**config.mk**
```make
export PLATFORM = sky130hd
export DESIGN_NAME = gray_step_monitor
export DESIGN_NICKNAME = d
export VERILOG_FILES = /design/src/rtl/gray_step_monitor_pkg.sv /design/src/rtl/gray_to_bin.sv /design/src/rtl/gray_step_monitor.sv
export SDC_FILE = /design/constraint.sdc
export NUM_CORES = 1
export LEC_CHECK = 0
export BUFFER_PORTS_ARGS = -buffer_cell sky130_fd_sc_hd__buf_2
export CAP_MARGIN = 20
export CORE_UTILIZATION = 35
export CTS_CLUSTER_DIAMETER = 60
export DETAILED_ROUTE_END_ITERATION = 8
export GPL_ROUTABILITY_DRIVEN = 1
export GPL_TIMING_DRIVEN = 0
export HOLD_SLACK_MARGIN = 0.1
export PLACE_DENSITY_LB_ADDON = 0.15
export SLEW_MARGIN = 10
export SYNTH_ARGS = -nofsm -noshare
export SYNTH_HDL_FRONTEND = slang
export SYNTH_HIERARCHICAL = 1
export SYNTH_SLANG_ARGS = --single-unit
```
**constraint.sdc**
```tcl
create_clock -name clk -period 2.75 [get_ports clk]
set_input_delay 0.275 -clock clk [delete_from_list [all_inputs] [get_ports clk]]
set_output_delay 0.275 -clock clk [all_outputs]
set_load 0.01 [all_outputs]
```
**src/rtl/gray_step_monitor_pkg.sv**
```systemverilog
// Shared types for the gray step monitor: FSM state and step class encodings.
package gray_pkg;

    typedef enum logic [1:0] {
        ST_IDLE  = 2'd0,
        ST_TRACK = 2'd1,
        ST_FAULT = 2'd2
    } state_t;

    typedef enum logic [2:0] {
        STEP_NONE = 3'd0,
        STEP_UP   = 3'd1,
        STEP_DN   = 3'd2,
        STEP_HOLD = 3'd3,
        STEP_ERR  = 3'd4
    } step_t;

endpackage

```
**src/rtl/gray_to_bin.sv**
```systemverilog
// Combinational gray-to-binary decode, MSB first.
module gray_to_bin #(
    parameter int unsigned W = 4
) (
    input  logic [W-1:0] i_gray,
    output logic [W-1:0] o_bin
);

    logic [W-1:0] w_bin;

    always_comb begin
        w_bin        = '0;
        w_bin[W-1]   = i_gray[W-1];
        for (int i = int'(W) - 2; i >= 0; i--) begin
            w_bin[i] = w_bin[i+1] ^ i_gray[i];
        end
    end

    assign o_bin = w_bin;

endmodule

```
**src/rtl/gray_step_monitor.sv**
```systemverilog
// Samples a gray-coded counter, decodes it and classifies each step as up/down/hold/illegal.
// Define GRAY_SYNC_EN to add a two-flop synchronizer on gray_in (3-cycle latency).
module gray_step_monitor
    import gray_pkg::*;
#(
    parameter int unsigned W         = 4,
    parameter int unsigned ERR_LIMIT = 3,
    parameter int unsigned CNT_W     = 8
) (
    input  logic             clk,
    input  logic             rst,
    input  logic [W-1:0]     gray_in,
    input  logic             sample_en,
    input  logic             clr,
    output logic [W-1:0]     bin_out,
    output logic             valid,
    output logic             step_up,
    output logic             step_dn,
    output logic             step_hold,
    output logic             step_err,
    output logic [CNT_W-1:0] err_count,
    output logic             fault
);

    localparam int unsigned CONSEC_W = (ERR_LIMIT < 2) ? 1 : $clog2(ERR_LIMIT + 1);

    logic [W-1:0]        w_gray;
    logic                w_sample;
    logic [W-1:0]        w_bin;
    logic [W-1:0]        w_diff;
    step_t               w_step;

    state_t              r_state, w_state_nxt;
    logic [W-1:0]        r_prev, w_prev_nxt;
    logic [W-1:0]        r_bin, w_bin_nxt;
    logic                r_valid, w_valid_nxt;
    logic [3:0]          r_flags, w_flags_nxt;   // {up, dn, hold, err}
    logic [CNT_W-1:0]    r_cnt, w_cnt_nxt;
    logic [CONSEC_W-1:0] r_consec, w_consec_nxt;
    logic                r_fault;

`ifdef GRAY_SYNC_EN
    logic [W-1:0] r_sync1, r_sync2;
    logic         r_se1, r_se2;

    // sample_en travels alongside the synchronized word so they stay aligned
    always_ff @(posedge clk) begin
        if (rst) begin
            r_sync1 <= '0;
            r_sync2 <= '0;
            r_se1   <= 1'b0;
            r_se2   <= 1'b0;
        end else begin
            r_sync1 <= gray_in;
            r_sync2 <= r_sync1;
            r_se1   <= sample_en;
            r_se2   <= r_se1;
        end
    end

    assign w_gray   = r_sync2;
    assign w_sample = r_se2;
`else
    assign w_gray   = gray_in;
    assign w_sample = sample_en;
`endif

    gray_to_bin #(.W(W)) u_dec (
        .i_gray (w_gray),
        .o_bin  (w_bin)
    );

    assign w_diff = w_bin - r_prev;

    // Binary adjacency decides legality, not gray Hamming distance
    always_comb begin
        w_step = STEP_ERR;
        if (w_diff == '0)
            w_step = STEP_HOLD;
        else if (w_diff == W'(1))
            w_step = STEP_UP;
        else if (w_diff == '1)
            w_step = STEP_DN;
    end

    always_ff @(posedge clk) begin
        if (rst) r_state <= ST_IDLE;
        else     r_state <= w_state_nxt;
    end

    always_comb begin
        w_state_nxt  = r_state;
        w_prev_nxt   = r_prev;
        w_bin_nxt    = r_bin;
        w_valid_nxt  = 1'b0;
        w_flags_nxt  = r_flags;
        w_cnt_nxt    = r_cnt;
        w_consec_nxt = r_consec;

        if (clr) begin
            w_cnt_nxt    = '0;
            w_consec_nxt = '0;
            w_state_nxt  = ST_IDLE;
            if (w_sample) begin
                w_prev_nxt  = w_bin;
                w_bin_nxt   = w_bin;
                w_valid_nxt = 1'b1;
                w_flags_nxt = 4'b0000;
                w_state_nxt = ST_TRACK;
            end
        end else if (w_sample) begin
            w_prev_nxt  = w_bin;
            w_bin_nxt   = w_bin;
            w_valid_nxt = 1'b1;
            case (r_state)
                ST_IDLE: begin
                    w_flags_nxt = 4'b0000;
                    w_state_nxt = ST_TRACK;
                end
                ST_TRACK, ST_FAULT: begin
                    w_flags_nxt = {w_step == STEP_UP, w_step == STEP_DN,
                                   w_step == STEP_HOLD, w_step == STEP_ERR};
                    if (w_step == STEP_ERR) begin
                        if (r_cnt != '1)
                            w_cnt_nxt = r_cnt + CNT_W'(1);
                        if (r_consec != CONSEC_W'(ERR_LIMIT))
                            w_consec_nxt = r_consec + CONSEC_W'(1);
                        if (32'(r_consec) + 32'd1 >= 32'(ERR_LIMIT))
                            w_state_nxt = ST_FAULT;
                    end else begin
                        w_consec_nxt = '0;
                    end
                end
                default: w_state_nxt = ST_IDLE;
            endcase
        end
    end

    always_ff @(posedge clk) begin
        if (rst) begin
            r_prev   <= '0;
            r_bin    <= '0;
            r_valid  <= 1'b0;
            r_flags  <= 4'b0000;
            r_cnt    <= '0;
            r_consec <= '0;
            r_fault  <= 1'b0;
        end else begin
            r_prev   <= w_prev_nxt;
            r_bin    <= w_bin_nxt;
            r_valid  <= w_valid_nxt;
            r_flags  <= w_flags_nxt;
            r_cnt    <= w_cnt_nxt;
            r_consec <= w_consec_nxt;
            r_fault  <= (w_state_nxt == ST_FAULT);
        end
    end

    assign bin_out   = r_bin;
    assign valid     = r_valid;
    assign step_up   = r_flags[3];
    assign step_dn   = r_flags[2];
    assign step_hold = r_flags[1];
    assign step_err  = r_flags[0];
    assign err_count = r_cnt;
    assign fault     = r_fault;

endmodule

```
==> impl_results.html, run 1 <==
<table>
<tr><th>Metric</th><th>Value</th></tr>
<tr><th colspan="2">Setup path</th></tr>
<tr><td>Register-to-register path setup slack</td><td>0.30 ns</td></tr>
<tr><td>Startpoint of the lowest-slack register-to-register path</td><td>bin_out[0]</td></tr>
<tr><td>Worst-path fanout max</td><td>7</td></tr>
<tr><td>Number of cells on the worst reg-to-reg path</td><td>9</td></tr>
<tr><td>Worst reg2reg endpoint</td><td>err_count[4]</td></tr>
<tr><td>Slowest stage cell, crit path</td><td>sky130_fd_sc_hd__mux2i_1</td></tr>
<tr><td>Biggest cell delay along the critical path</td><td>0.52 ns</td></tr>
<tr><td>CP endpoint kind</td><td>flop</td></tr>
<tr><td>Data required time at the worst endpoint</td><td>3.02 ns</td></tr>
<tr><td>Worst Path Class, Setup</td><td>in -&gt; reg</td></tr>
<tr><td>Launching element type of the critical path</td><td>input pin</td></tr>
<tr><td>Critical path data arrival time</td><td>2.85 ns</td></tr>
<tr><td>CP cell instances</td><td>buf_2, xor2_4, xor2_1, ha_1, and3b_1, o21ai_1, nand2_1, mux2i_1, a32o_1, o311a_1</td></tr>
<tr><th colspan="2">Placed design</th></tr>
<tr><td>Final Wtd Congestion</td><td>0.781</td></tr>
<tr><td>Placed standard-cell area</td><td>1470 sq um</td></tr>
<tr><td>Total placed cells including tap cells</td><td>220</td></tr>
<tr><td>Port Buffer Count</td><td>25</td></tr>
<tr><td>Post-place setup slack</td><td>-0.180 ns</td></tr>
<tr><td>Half-perimeter wire length after placement</td><td>1980 um</td></tr>
<tr><th colspan="2">Finish</th></tr>
<tr><td>Proportion of layout cells with a drive suffix above 1</td><td>0.208</td></tr>
<tr><td>Total Nets Final</td><td>196</td></tr>
<tr><td>Post-Layout Cell Count</td><td>224</td></tr>
<tr><td>Cell area after layout</td><td>1530 sq um</td></tr>
<tr><td>Most frequent cells in the layout</td><td>sky130_fd_sc_hd__buf_2 (25), sky130_fd_sc_hd__dfxtp_1 (22), sky130_fd_sc_hd__nor2_1 (17), sky130_fd_sc_hd__nand2_1 (13), sky130_fd_sc_hd__inv_1 (11)</td></tr>
<tr><td>Number of inserted diodes</td><td>0</td></tr>
<tr><td>Area added between synthesis and finish</td><td>19.2%</td></tr>
<tr><td>Most common library cell in the layout ignoring fill and taps</td><td>sky130_fd_sc_hd__buf_2</td></tr>
<tr><td>Fill count</td><td>355</td></tr>
<tr><td>Core Util, Final</td><td>0.448</td></tr>
<tr><th colspan="2">Yosys</th></tr>
<tr><td>Mean cell area of the mapped netlist</td><td>8.62 sq um</td></tr>
<tr><td>Netlist Area Pre-Place</td><td>1280 sq um</td></tr>
<tr><td>Flip-flop and latch count after synthesis</td><td>22</td></tr>
<tr><td>Ranking of synthesized cells by area</td><td>sky130_fd_sc_hd__dfxtp_1 (34%), sky130_fd_sc_hd__ha_1 (7.8%), sky130_fd_sc_hd__nor2_1 (5.0%)</td></tr>
<tr><td>Largest area contributor in the synthesized netlist</td><td>sky130_fd_sc_hd__dfxtp_1</td></tr>
<tr><td>Netlist cell types</td><td>45</td></tr>
<tr><td>Number of instances in the synthesized netlist</td><td>149</td></tr>
<tr><td>Async set-or-reset flop fraction in the synthesized netlist</td><td>0</td></tr>
<tr><td>Warning count from the yosys run</td><td>6</td></tr>
<tr><td>Yosys top cell area share</td><td>0.343</td></tr>
<tr><td>Number of enable flip-flop cells after synthesis</td><td>0</td></tr>
<tr><td>Share of synthesized area occupied by flip-flops and latches</td><td>0.343</td></tr>
<tr><td>Synth Net Count</td><td>166</td></tr>
<tr><td>Synth Flop Type</td><td>sky130_fd_sc_hd__dfxtp_1</td></tr>
<tr><th colspan="2">CTS</th></tr>
<tr><td>Number of sinks driven by the clock tree</td><td>22</td></tr>
<tr><td>H-tree level count</td><td>1</td></tr>
<tr><td>Number of buffers added by the clock tree synthesis step</td><td>3</td></tr>
<tr><td>Clock network latency to the later pin of the worst-skew pair</td><td>0.32 ns</td></tr>
<tr><td>Number of buffers added to fix hold violations after cts</td><td>0</td></tr>
<tr><td>Clock tree from TritonCTS</td><td>yes</td></tr>
<tr><td>CTS clk-pin slew, worst paths</td><td>0.14 ns</td></tr>
<tr><td>Maximum clock insertion buffer count</td><td>2</td></tr>
<tr><td>Clk root buf</td><td>sky130_fd_sc_hd__clkbuf_4</td></tr>
<tr><th colspan="2">Global route</th></tr>
<tr><td>Global route total overflow</td><td>0</td></tr>
<tr><td>First-pass GRT wire length</td><td>4440 um</td></tr>
<tr><td>Tot GR Track Use</td><td>0.140</td></tr>
<tr><td>Pin count of the biggest net entering global routing</td><td>14</td></tr>
<tr><td>Number of antenna violations at the first check in global routing</td><td>0</td></tr>
<tr><td>Via count of the first global-routing pass</td><td>1013</td></tr>
<tr><th colspan="2">Drt</th></tr>
<tr><td>Highest metal used</td><td>met4</td></tr>
<tr><td>DR vias/cell</td><td>5.12</td></tr>
<tr><td>Length of routed met2 wiring</td><td>1160 um</td></tr>
<tr><td>Detailed-routing wirelength on met1</td><td>1310 um</td></tr>
<tr><td>Remaining antenna violation count</td><td>0</td></tr>
<tr><td>Count of unresolved DRC violations after routing</td><td>0</td></tr>
<tr><td>DR iter-0 viols</td><td>47</td></tr>
<tr><td>Detail-routed net length per standard cell</td><td>11.6 um</td></tr>
<tr><td>Met3 wirelength from detailed routing</td><td>107 um</td></tr>
<tr><td>Via total after detailed routing</td><td>1146</td></tr>
<tr><td>Pre-Repair DR Iteration Count</td><td>4</td></tr>
<tr><td>Total wire length after detailed routing</td><td>2600 um</td></tr>
<tr><th colspan="2">Die</th></tr>
<tr><td>Count of boundary I/O pins</td><td>26</td></tr>
<tr><td>Die Y-Extent</td><td>62.6 um</td></tr>
<tr><td>Placement Rows</td><td>21</td></tr>
<tr><td>Core region area</td><td>3420 sq um</td></tr>
<tr><td>Starting utilization of the core area</td><td>0.376</td></tr>
<tr><td>Die area</td><td>3920 sq um</td></tr>
<tr><td>Width of the chip</td><td>62.6 um</td></tr>
<tr><th colspan="2">Pwr</th></tr>
<tr><td>Power per standard cell area</td><td>502 nW/um^2</td></tr>
<tr><td>Maximum ir drop on the vdd rail</td><td>195 uV</td></tr>
<tr><td>Total power</td><td>0.768 mW</td></tr>
<tr><td>Cell leakage power</td><td>0.658 nW</td></tr>
<tr><th colspan="2">STA</th></tr>
<tr><td>Final WS setup</td><td>0.178 ns</td></tr>
<tr><td>Worst Max-Slew Pin Slew</td><td>0.600 ns</td></tr>
<tr><td>Unrepaired setup endpoints after global routing</td><td>false</td></tr>
<tr><td>Final clock period utilization by the worst path</td><td>0.935</td></tr>
<tr><td>Endpoints failing hold</td><td>0</td></tr>
<tr><td>Final Max Slew Viols</td><td>0</td></tr>
<tr><td>Period minus WS final</td><td>2.57 ns</td></tr>
<tr><td>Count of endpoints failing setup in the final report</td><td>0</td></tr>
<tr><td>Max Freq</td><td>389 MHz</td></tr>
<tr><td>Remaining max-slew budget at the tightest pin</td><td>0.589</td></tr>
<tr><td>Clock tree skew after final layout</td><td>0.00795 ns</td></tr>
<tr><th colspan="2">Worst hold path</th></tr>
<tr><td>Worst Hold Class</td><td>in -&gt; reg</td></tr>
<tr><td>Instance count along the most critical hold path</td><td>2</td></tr>
<tr><td>Hold Crit Start</td><td>rst</td></tr>
<tr><td>End of the worst hold path</td><td>valid</td></tr>
<tr><th colspan="2">Status</th></tr>
<tr><td>Result of the run</td><td>finished clean</td></tr>
<tr><th colspan="2">Flow run</th></tr>
<tr><td>MaxCap Viol Count</td><td>0</td></tr>
</table>
## cell families (layout without fill, tap and decap cells)
logic type,count (synthesis),count (layout),synth area share
xor+xnor,10,10,0.0740
fa+ha+maj,9,9,0.0935
compound gates,31,31,0.176
simple gates,56,56,0.220
buf+inv,15,44,0.0467
flops,22,22,0.343
mux,6,6,0.0467
## per-stage QoR
| stage | hold slack (ns) | setup TNS [ns] |
|---|---|---|
| after CTS | 0.129 | 0 |
| final | 0.140 | 0 |
| after global placement | 0.439 | -0.611 |
| after floorplan | 0.358 | 0 |
| after global routing | 0.136 | 0 |
| after detailed placement | 0.444 | -0.681 |
## power breakdown
part / internal (mW) / switching, mW / leakage [nW]
registers: 0.328 / 0.00680 / 0.179
logic: 0.0680 / 0.111 / 0.451
clock network: 0.147 / 0.107 / 0.0279
## cell usage after synthesis, types with 2 or more instances
master                      count
sky130_fd_sc_hd__xnor2_1        5
sky130_fd_sc_hd__o21ai_0        5
sky130_fd_sc_hd__a21o_1         3
sky130_fd_sc_hd__inv_1         11
sky130_fd_sc_hd__a2111oi_2      2
sky130_fd_sc_hd__clkbuf_1       2
sky130_fd_sc_hd__nand3_1        5
sky130_fd_sc_hd__nor2_1        17
sky130_fd_sc_hd__ha_1           8
sky130_fd_sc_hd__a41oi_1        2
sky130_fd_sc_hd__nand2_1       13
sky130_fd_sc_hd__and3b_1        2
sky130_fd_sc_hd__mux2i_1        6
sky130_fd_sc_hd__xor2_1         4
sky130_fd_sc_hd__a21oi_1        8
sky130_fd_sc_hd__and2_1         5
sky130_fd_sc_hd__dfxtp_1       22
sky130_fd_sc_hd__or2_2          2
## layer usage
layer  GRT usage  vias up
li1            -      582
met1       0.181      531
met2       0.227       31
met3      0.0274        2
met4      0.0523        0
met5           0        -
## repair_timing
| item | in CTS | in global routing |
|---|---|---|
| setup endpoints to repair | 0 | 2 |
| resized for setup | 0 | 1 |
| buffers inserted | 0 | 0 |
## flip-flops by register name (all words and copies together), names as in the netlist
name / flops
r_state: 2
r_flags: 4
fault: 1
err_count: 8
valid: 1
r_consec: 2
bin_out: 4
## final cells by class
class,count,area [sq um],share of cell area
clock buffers,3,22.5,0.0147
multi-input cells,112,796,0.520
plain buffers,4,18.8,0.0123
inverters,11,41.3,0.0270
repair buffers,25,125,0.0817
flip-flops and latches,22,440,0.288
well taps,46,57.6,0.0376
clock inverters,1,30.0,0.0196
## worst max-delay path by stage
stage / from / end / slack, ns / cells after the start
CTS: gray_in[2] / err_count[4] / 0.16 / 12
detailed placement: gray_in[2] / err_count[4] / -0.18 / 12
global placement: gray_in[2] / fault / -0.15 / 10
floorplan: gray_in[2] / err_count[4] / 0.15 / 11
finish: gray_in[2] / fault / 0.18 / 10
global route: gray_in[2] / err_count[4] / 0.02 / 12
## critical path: cells and delay by family
| kind | cells | cell delay [ns] |
|---|---|---|
| fa+ha+maj | 1 | 0.30 |
| buf+inv | 1 | 0.13 |
| mux | 1 | 0.52 |
| compound gates | 3 | 0.73 |
| xor+xnor | 2 | 0.53 |
| simple gates | 2 | 0.36 |
Note: power is estimated with default switching activity, not from simulation.
==> run 2: changes to the inputs <==
CELL_PAD_IN_SITES_DETAIL_PLACEMENT = 1   (was default)
CELL_PAD_IN_SITES_GLOBAL_PLACEMENT = 1   (was default)
==> run 2 against run 1 <==
First-iteration DRC count down 13%. Routed wire length up 15%. Combinational power up 11%. Largest power group unchanged.
==> impl_results.html, run 2 (synthesis results as in run 1) <==
<table>
<tr><th>Metric</th><th>Value</th></tr>
<tr><th colspan="2">Status</th></tr>
<tr><td>Result of the run</td><td>finished clean</td></tr>
<tr><th colspan="2">STA</th></tr>
<tr><td>Final Max Slew Viols</td><td>0</td></tr>
<tr><td>Clock tree skew after final layout</td><td>0.0106 ns</td></tr>
<tr><td>Endpoints failing hold</td><td>0</td></tr>
<tr><td>Unrepaired setup endpoints after global routing</td><td>false</td></tr>
<tr><td>Count of endpoints failing setup in the final report</td><td>0</td></tr>
<tr><td>Remaining max-slew budget at the tightest pin</td><td>0.647</td></tr>
<tr><td>Max Freq</td><td>385 MHz</td></tr>
<tr><td>Setup TNS Final</td><td>0 ns</td></tr>
<tr><td>Final clock period utilization by the worst path</td><td>0.945</td></tr>
<tr><td>Period minus WS final</td><td>2.60 ns</td></tr>
<tr><td>Worst Max-Slew Pin Slew</td><td>0.530 ns</td></tr>
<tr><th colspan="2">Global route</th></tr>
<tr><td>Global route total overflow</td><td>0</td></tr>
<tr><td>Number of antenna violations at the first check in global routing</td><td>0</td></tr>
<tr><td>Via count of the first global-routing pass</td><td>1208</td></tr>
<tr><td>Pin count of the biggest net entering global routing</td><td>13</td></tr>
<tr><td>Tot GR Track Use</td><td>0.169</td></tr>
<tr><td>First-pass GRT wire length</td><td>5330 um</td></tr>
<tr><th colspan="2">CTS</th></tr>
<tr><td>Maximum clock insertion buffer count</td><td>2</td></tr>
<tr><td>Clock network latency to the later pin of the worst-skew pair</td><td>0.32 ns</td></tr>
<tr><td>Number of buffers added by the clock tree synthesis step</td><td>3</td></tr>
<tr><td>H-tree level count</td><td>1</td></tr>
<tr><td>CTS clk-pin slew, worst paths</td><td>0.14 ns</td></tr>
<tr><td>Clock tree from TritonCTS</td><td>yes</td></tr>
<tr><td>Number of sinks driven by the clock tree</td><td>22</td></tr>
<tr><td>Clk root buf</td><td>sky130_fd_sc_hd__clkbuf_4</td></tr>
<tr><td>Number of buffers added to fix hold violations after cts</td><td>0</td></tr>
<tr><td>Number of buffers inserted to repair setup after CTS</td><td>0</td></tr>
<tr><th colspan="2">Worst hold path</th></tr>
<tr><td>End of the worst hold path</td><td>valid</td></tr>
<tr><td>Worst Hold Class</td><td>in -&gt; reg</td></tr>
<tr><td>Hold Crit Start</td><td>rst</td></tr>
<tr><td>Instance count along the most critical hold path</td><td>2</td></tr>
<tr><th colspan="2">Setup path</th></tr>
<tr><td>Worst-path fanout max</td><td>7</td></tr>
<tr><td>Worst Setup SP</td><td>gray_in[2]</td></tr>
<tr><td>Startpoint of the lowest-slack register-to-register path</td><td>bin_out[0]</td></tr>
<tr><td>Register-to-register path setup slack</td><td>0.28 ns</td></tr>
<tr><td>CP endpoint kind</td><td>flop</td></tr>
<tr><td>Number of cells on the worst reg-to-reg path</td><td>9</td></tr>
<tr><td>Worst reg2reg endpoint</td><td>err_count[4]</td></tr>
<tr><td>Data required time at the worst endpoint</td><td>3.02 ns</td></tr>
<tr><td>Launching element type of the critical path</td><td>input pin</td></tr>
<tr><td>Critical path data arrival time</td><td>2.86 ns</td></tr>
<tr><td>Worst Path Class, Setup</td><td>in -&gt; reg</td></tr>
<tr><th colspan="2">Drt</th></tr>
<tr><td>DR iter-0 viols</td><td>41</td></tr>
<tr><td>Total wire length after detailed routing</td><td>3000 um</td></tr>
<tr><td>Count of unresolved DRC violations after routing</td><td>0</td></tr>
<tr><td>Remaining antenna violation count</td><td>0</td></tr>
<tr><td>Pre-Repair DR Iteration Count</td><td>2</td></tr>
<tr><td>DR vias/cell</td><td>5.23</td></tr>
<tr><td>Detail-routed net length per standard cell</td><td>13.4 um</td></tr>
<tr><td>Via total after detailed routing</td><td>1172</td></tr>
<tr><th colspan="2">Placed design</th></tr>
<tr><td>Port Buffer Count</td><td>25</td></tr>
<tr><td>Final Wtd Congestion</td><td>0.791</td></tr>
<tr><td>Placed standard-cell area</td><td>1470 sq um</td></tr>
<tr><td>Half-perimeter wire length after placement</td><td>2360 um</td></tr>
<tr><th colspan="2">Finish</th></tr>
<tr><td>Total Nets Final</td><td>196</td></tr>
<tr><td>Cell area after layout</td><td>1540 sq um</td></tr>
<tr><td>Most frequent cells in the layout</td><td>sky130_fd_sc_hd__buf_2 (25), sky130_fd_sc_hd__dfxtp_1 (22), sky130_fd_sc_hd__nor2_1 (16), sky130_fd_sc_hd__nand2_1 (13), sky130_fd_sc_hd__inv_1 (11)</td></tr>
<tr><td>Area added between synthesis and finish</td><td>20.0%</td></tr>
<tr><td>Number of inserted diodes</td><td>0</td></tr>
<tr><td>Most common library cell in the layout ignoring fill and taps</td><td>sky130_fd_sc_hd__buf_2</td></tr>
<tr><td>Flip-flop count of the largest register, all copies and words added</td><td>8</td></tr>
<tr><td>Proportion of layout cells with a drive suffix above 1</td><td>0.225</td></tr>
<tr><td>Fill count</td><td>439</td></tr>
<tr><th colspan="2">Pwr</th></tr>
<tr><td>Power per standard cell area</td><td>469 nW/um^2</td></tr>
<tr><td>Cell leakage power</td><td>0.655 nW</td></tr>
<tr><td>Total power</td><td>0.723 mW</td></tr>
<tr><td>Maximum ir drop on the vdd rail</td><td>180 uV</td></tr>
<tr><th colspan="2">Die</th></tr>
<tr><td>Die area</td><td>3920 sq um</td></tr>
<tr><td>Count of boundary I/O pins</td><td>26</td></tr>
<tr><td>Die Y-Extent</td><td>62.6 um</td></tr>
<tr><td>Placement Rows</td><td>21</td></tr>
<tr><td>Core region area</td><td>3420 sq um</td></tr>
<tr><td>Width of the chip</td><td>62.6 um</td></tr>
<tr><td>Starting utilization of the core area</td><td>0.376</td></tr>
<tr><th colspan="2">Flow run</th></tr>
<tr><td>MaxCap Viol Count</td><td>0</td></tr>
</table>
-- run 2: area by class of cell --
type                       instances  area (sq um)  share of cell area
multi-input combinational        112           822               0.533
tap                               46          57.6              0.0373
buffer                             4          18.8              0.0122
clock buffer                       4          36.3              0.0235
sequential                        22           440               0.286
timing repair buffer              25           125              0.0812
inverter                          11          41.3              0.0268
-- run 2: what timing repair did --
action / in CTS / in global routing
hold endpoints to repair: 0 / 0
gates resized for setup: 0 / 5
endpoints found under the setup margin: 0 / 3
-- run 2: power breakdown --
part           internal [mW]  switching [mW]
clock                 0.0810           0.109
combinational         0.0755           0.123
sequential             0.328         0.00640
total                  0.485           0.239
-- run 2: how the worst max path moves through the flow --
stage | end | slack, ns
after detailed placement | fault | -0.25
after floorplan | err_count[4] | 0.15
after global placement | fault | -0.17
after global routing | err_count[4] | 0.001
final | err_count[4] | 0.15
after CTS | err_count[4] | 0.08
-- run 2: metal layers --
layer | up-vias | part of all wire | global-route usage
met5 | - | 0 | 0
met4 | 0 | 0.015 | 0.0610
met3 | 5 | 0.022 | 0.0219
met2 | 16 | 0.47 | 0.295
met1 | 571 | 0.49 | 0.210
li1 | 580 | - | -
-- run 2: critical path: stages --
cell and delay [ns]:
sky130_fd_sc_hd__buf_2 0.13, sky130_fd_sc_hd__xor2_4 0.21, sky130_fd_sc_hd__xnor2_2 0.15, sky130_fd_sc_hd__inv_1 0.06, sky130_fd_sc_hd__ha_1 0.18, sky130_fd_sc_hd__inv_1 0.06, sky130_fd_sc_hd__fa_1 0.37, sky130_fd_sc_hd__xor2_1 0.17
sky130_fd_sc_hd__and3b_1 0.25, sky130_fd_sc_hd__a2111oi_4 0.36, sky130_fd_sc_hd__nor2_2 0.14, sky130_fd_sc_hd__or3_1 0.36, sky130_fd_sc_hd__a21oi_1 0.14
-- run 2: metrics by stage --
stage           util  std cells  hold slack (ns)  setup slack, ns
6_report       0.451        224            0.147            0.150
5_1_grt        0.451        224            0.136          0.00111
4_1_cts        0.440        224            0.151           0.0778
3_5_place_dp   0.430        220            0.470           -0.251
3_3_place_gp   0.430        220            0.438           -0.171
2_1_floorplan      -        149            0.358            0.148
==> run 3: changes to the inputs <==
CORE_MARGIN = 4   (was default)
==> run 3 against run 2 <==
Worst setup slack got worse by 0.0065 ns. Flip-flop and latch count is the same. Final cell count increased by 0.45%. Design area up 1.1%. Count of clock-buffer cells in the layout unchanged. Utilization increased by 0.13 points. First-iteration DRC count rose by 27%. Critical path depth decreased by 1. Clock skew shrank 0.0091 ns. Critical path type unchanged. Highest routed layer unchanged. Fmax shrank 0.25%.
==> impl_results.html, run 3 (synthesis results as in run 1) <==
<table>
<tr><th>Metric</th><th>Value</th></tr>
<tr><th colspan="2">Global route</th></tr>
<tr><td>Global route total overflow</td><td>0</td></tr>
<tr><td>Via count of the first global-routing pass</td><td>1176</td></tr>
<tr><td>Tot GR Track Use</td><td>0.142</td></tr>
<tr><td>First-pass GRT wire length</td><td>5160 um</td></tr>
<tr><td>Pin count of the biggest net entering global routing</td><td>13</td></tr>
<tr><td>Number of antenna violations at the first check in global routing</td><td>0</td></tr>
<tr><th colspan="2">Drt</th></tr>
<tr><td>Remaining antenna violation count</td><td>0</td></tr>
<tr><td>Length of routed met2 wiring</td><td>1380 um</td></tr>
<tr><td>Detailed-routing wirelength on met1</td><td>1530 um</td></tr>
<tr><td>Detail-routed net length per standard cell</td><td>13.5 um</td></tr>
<tr><td>Highest metal used</td><td>met4</td></tr>
<tr><td>Pre-Repair DR Iteration Count</td><td>4</td></tr>
<tr><td>DR iter-0 viols</td><td>52</td></tr>
<tr><td>DR vias/cell</td><td>5.02</td></tr>
<tr><td>Met3 wirelength from detailed routing</td><td>107 um</td></tr>
<tr><td>Total wire length after detailed routing</td><td>3040 um</td></tr>
<tr><td>Via total after detailed routing</td><td>1130</td></tr>
<tr><td>Count of unresolved DRC violations after routing</td><td>0</td></tr>
<tr><th colspan="2">STA</th></tr>
<tr><td>Clock tree skew after final layout</td><td>0.00149 ns</td></tr>
<tr><td>Count of endpoints failing setup in the final report</td><td>0</td></tr>
<tr><td>Unrepaired setup endpoints after global routing</td><td>true</td></tr>
<tr><td>Remaining max-slew budget at the tightest pin</td><td>0.620</td></tr>
<tr><td>Final Max Slew Viols</td><td>0</td></tr>
<tr><td>Period minus WS final</td><td>2.61 ns</td></tr>
<tr><td>Max Freq</td><td>384 MHz</td></tr>
<tr><td>Worst Max-Slew Pin Slew</td><td>0.570 ns</td></tr>
<tr><td>Hold Slack</td><td>0.212 ns</td></tr>
<tr><td>Endpoints failing hold</td><td>0</td></tr>
<tr><td>Final clock period utilization by the worst path</td><td>0.948</td></tr>
<tr><th colspan="2">CTS</th></tr>
<tr><td>Clock tree from TritonCTS</td><td>yes</td></tr>
<tr><td>Maximum clock insertion buffer count</td><td>2</td></tr>
<tr><td>Clock network latency to the later pin of the worst-skew pair</td><td>0.26 ns</td></tr>
<tr><td>Clk root buf</td><td>sky130_fd_sc_hd__clkbuf_8</td></tr>
<tr><td>Number of buffers added by the clock tree synthesis step</td><td>3</td></tr>
<tr><td>H-tree level count</td><td>1</td></tr>
<tr><td>Number of buffers added to fix hold violations after cts</td><td>0</td></tr>
<tr><td>CTS clk-pin slew, worst paths</td><td>0.08 ns</td></tr>
<tr><td>Number of sinks driven by the clock tree</td><td>22</td></tr>
<tr><th colspan="2">Setup path</th></tr>
<tr><td>Critical path data arrival time</td><td>2.80 ns</td></tr>
<tr><td>Number of cells on the worst reg-to-reg path</td><td>9</td></tr>
<tr><td>Timing endpoint of the critical path</td><td>err_count[4]</td></tr>
<tr><td>Data required time at the worst endpoint</td><td>2.94 ns</td></tr>
<tr><td>Register-to-register path setup slack</td><td>0.35 ns</td></tr>
<tr><td>Startpoint of the lowest-slack register-to-register path</td><td>bin_out[0]</td></tr>
<tr><td>CP endpoint kind</td><td>flop</td></tr>
<tr><td>Worst Setup SP</td><td>gray_in[2]</td></tr>
<tr><td>CP cell instances</td><td>buf_2, xor2_4, xnor2_1, inv_1, ha_1, inv_1, fa_1, and3b_1, a2111oi_4, nor2_2, or3_1, a21oi_1</td></tr>
<tr><td>Biggest cell delay along the critical path</td><td>0.42 ns</td></tr>
<tr><td>Cell seen most often among critical-path stages</td><td>sky130_fd_sc_hd__inv_1</td></tr>
<tr><td>Worst Path Class, Setup</td><td>in -&gt; reg</td></tr>
<tr><td>Slowest stage cell, crit path</td><td>sky130_fd_sc_hd__fa_1</td></tr>
<tr><td>Launching element type of the critical path</td><td>input pin</td></tr>
<tr><td>Worst-path fanout max</td><td>5</td></tr>
<tr><td>Worst reg2reg endpoint</td><td>err_count[4]</td></tr>
<tr><th colspan="2">Finish</th></tr>
<tr><td>Total Nets Final</td><td>197</td></tr>
<tr><td>Most common library cell in the layout ignoring fill and taps</td><td>sky130_fd_sc_hd__buf_2</td></tr>
<tr><td>Proportion of layout cells with a drive suffix above 1</td><td>0.218</td></tr>
<tr><td>Area added between synthesis and finish</td><td>21.2%</td></tr>
<tr><td>Most frequent cells in the layout</td><td>sky130_fd_sc_hd__buf_2 (25), sky130_fd_sc_hd__dfxtp_1 (22), sky130_fd_sc_hd__nor2_1 (17), sky130_fd_sc_hd__nand2_1 (13), sky130_fd_sc_hd__inv_1 (11)</td></tr>
<tr><td>Core Util, Final</td><td>0.453</td></tr>
<tr><td>Flip-flop count of the largest register, all copies and words added</td><td>8</td></tr>
<tr><td>Number of inserted diodes</td><td>0</td></tr>
<tr><th colspan="2">Worst hold path</th></tr>
<tr><td>Worst Hold Class</td><td>in -&gt; reg</td></tr>
<tr><th colspan="2">Pwr</th></tr>
<tr><td>Cell leakage power</td><td>0.662 nW</td></tr>
<tr><td>Maximum ir drop on the vdd rail</td><td>243 uV</td></tr>
<tr><td>Total power</td><td>0.762 mW</td></tr>
<tr><td>Power per standard cell area</td><td>489 nW/um^2</td></tr>
<tr><th colspan="2">Flow run</th></tr>
<tr><td>MaxCap Viol Count</td><td>0</td></tr>
<tr><th colspan="2">Die</th></tr>
<tr><td>Die area</td><td>4700 sq um</td></tr>
<tr><td>Starting utilization of the core area</td><td>0.373</td></tr>
<tr><td>Die Y-Extent</td><td>68.6 um</td></tr>
<tr><td>Count of boundary I/O pins</td><td>26</td></tr>
<tr><td>Width of the chip</td><td>68.6 um</td></tr>
<tr><td>Core region area</td><td>3440 sq um</td></tr>
<tr><td>Placement Rows</td><td>21</td></tr>
<tr><th colspan="2">Placed design</th></tr>
<tr><td>Half-perimeter wire length after placement</td><td>2410 um</td></tr>
<tr><td>Final Wtd Congestion</td><td>0.780</td></tr>
<tr><td>Port Buffer Count</td><td>25</td></tr>
<tr><th colspan="2">Status</th></tr>
<tr><td>Result of the run</td><td>finished clean</td></tr>
</table>
-- run 3: how the worst min path moves through the flow --
stage | endpoint | slack, ns | cells past startpoint | startpoint
2_1_floorplan | valid | 0.36 | 1 | rst
3_3_place_gp | r_flags[3] | 0.44 | 2 | r_flags[3]
3_5_place_dp | r_flags[3] | 0.45 | 2 | r_flags[3]
4_1_cts | valid | 0.21 | 2 | rst
5_1_grt | valid | 0.21 | 2 | rst
6_report | valid | 0.21 | 2 | rst
-- run 3: power breakdown --
part	total (mW)	leakage, nW	internal, mW	switching (mW)
combinational	0.196	0.454	0.0746	0.121
sequential	0.334	0.179	0.328	0.00655
clock	0.232	0.0288	0.127	0.105
-- run 3: timing repair --
item                                    4_1_cts  5_1_grt
resized for setup                             0        3
setup buffers                                 0        1
endpoints found under the setup margin        0       10
-- run 3: per-stage QoR --
stage	cell area (sq um)	worst slack, ns	cells	setup TNS [ns]
after CTS	1520	0.0494	224	0
after global placement	1470	-0.159	220	-0.731
final	1560	0.144	225	0
after global routing	1560	-0.0346	225	-0.0463
after detailed placement	1470	-0.208	220	-1.18
after floorplan	1280	0.148	149	0
-- run 3: cell type report --
cell class	instances	area (sq um)
plain buffers	4	18.8
clock buffers	4	55.1
fillers	426	1880
inverters	11	41.3
multi-input cells	112	812
flip-flops and latches	22	440
well taps	46	57.6
repair buffers	26	133
-- run 3: layer usage --
layer / track usage / up-vias
li1: - / 581
met1: 0.182 / 530
met2: 0.246 / 17
met3: 0.0178 / 2
met4: 0.0447 / 0
met5: 0 / -
-- run 3: worst max-delay path: cells and delay by family --
family | cells | cell delay, ns
xor+xnor | 2 | 0.40
compound gates | 2 | 0.48
buf+inv | 3 | 0.27
simple gates | 3 | 0.75
fa+ha+maj | 2 | 0.62
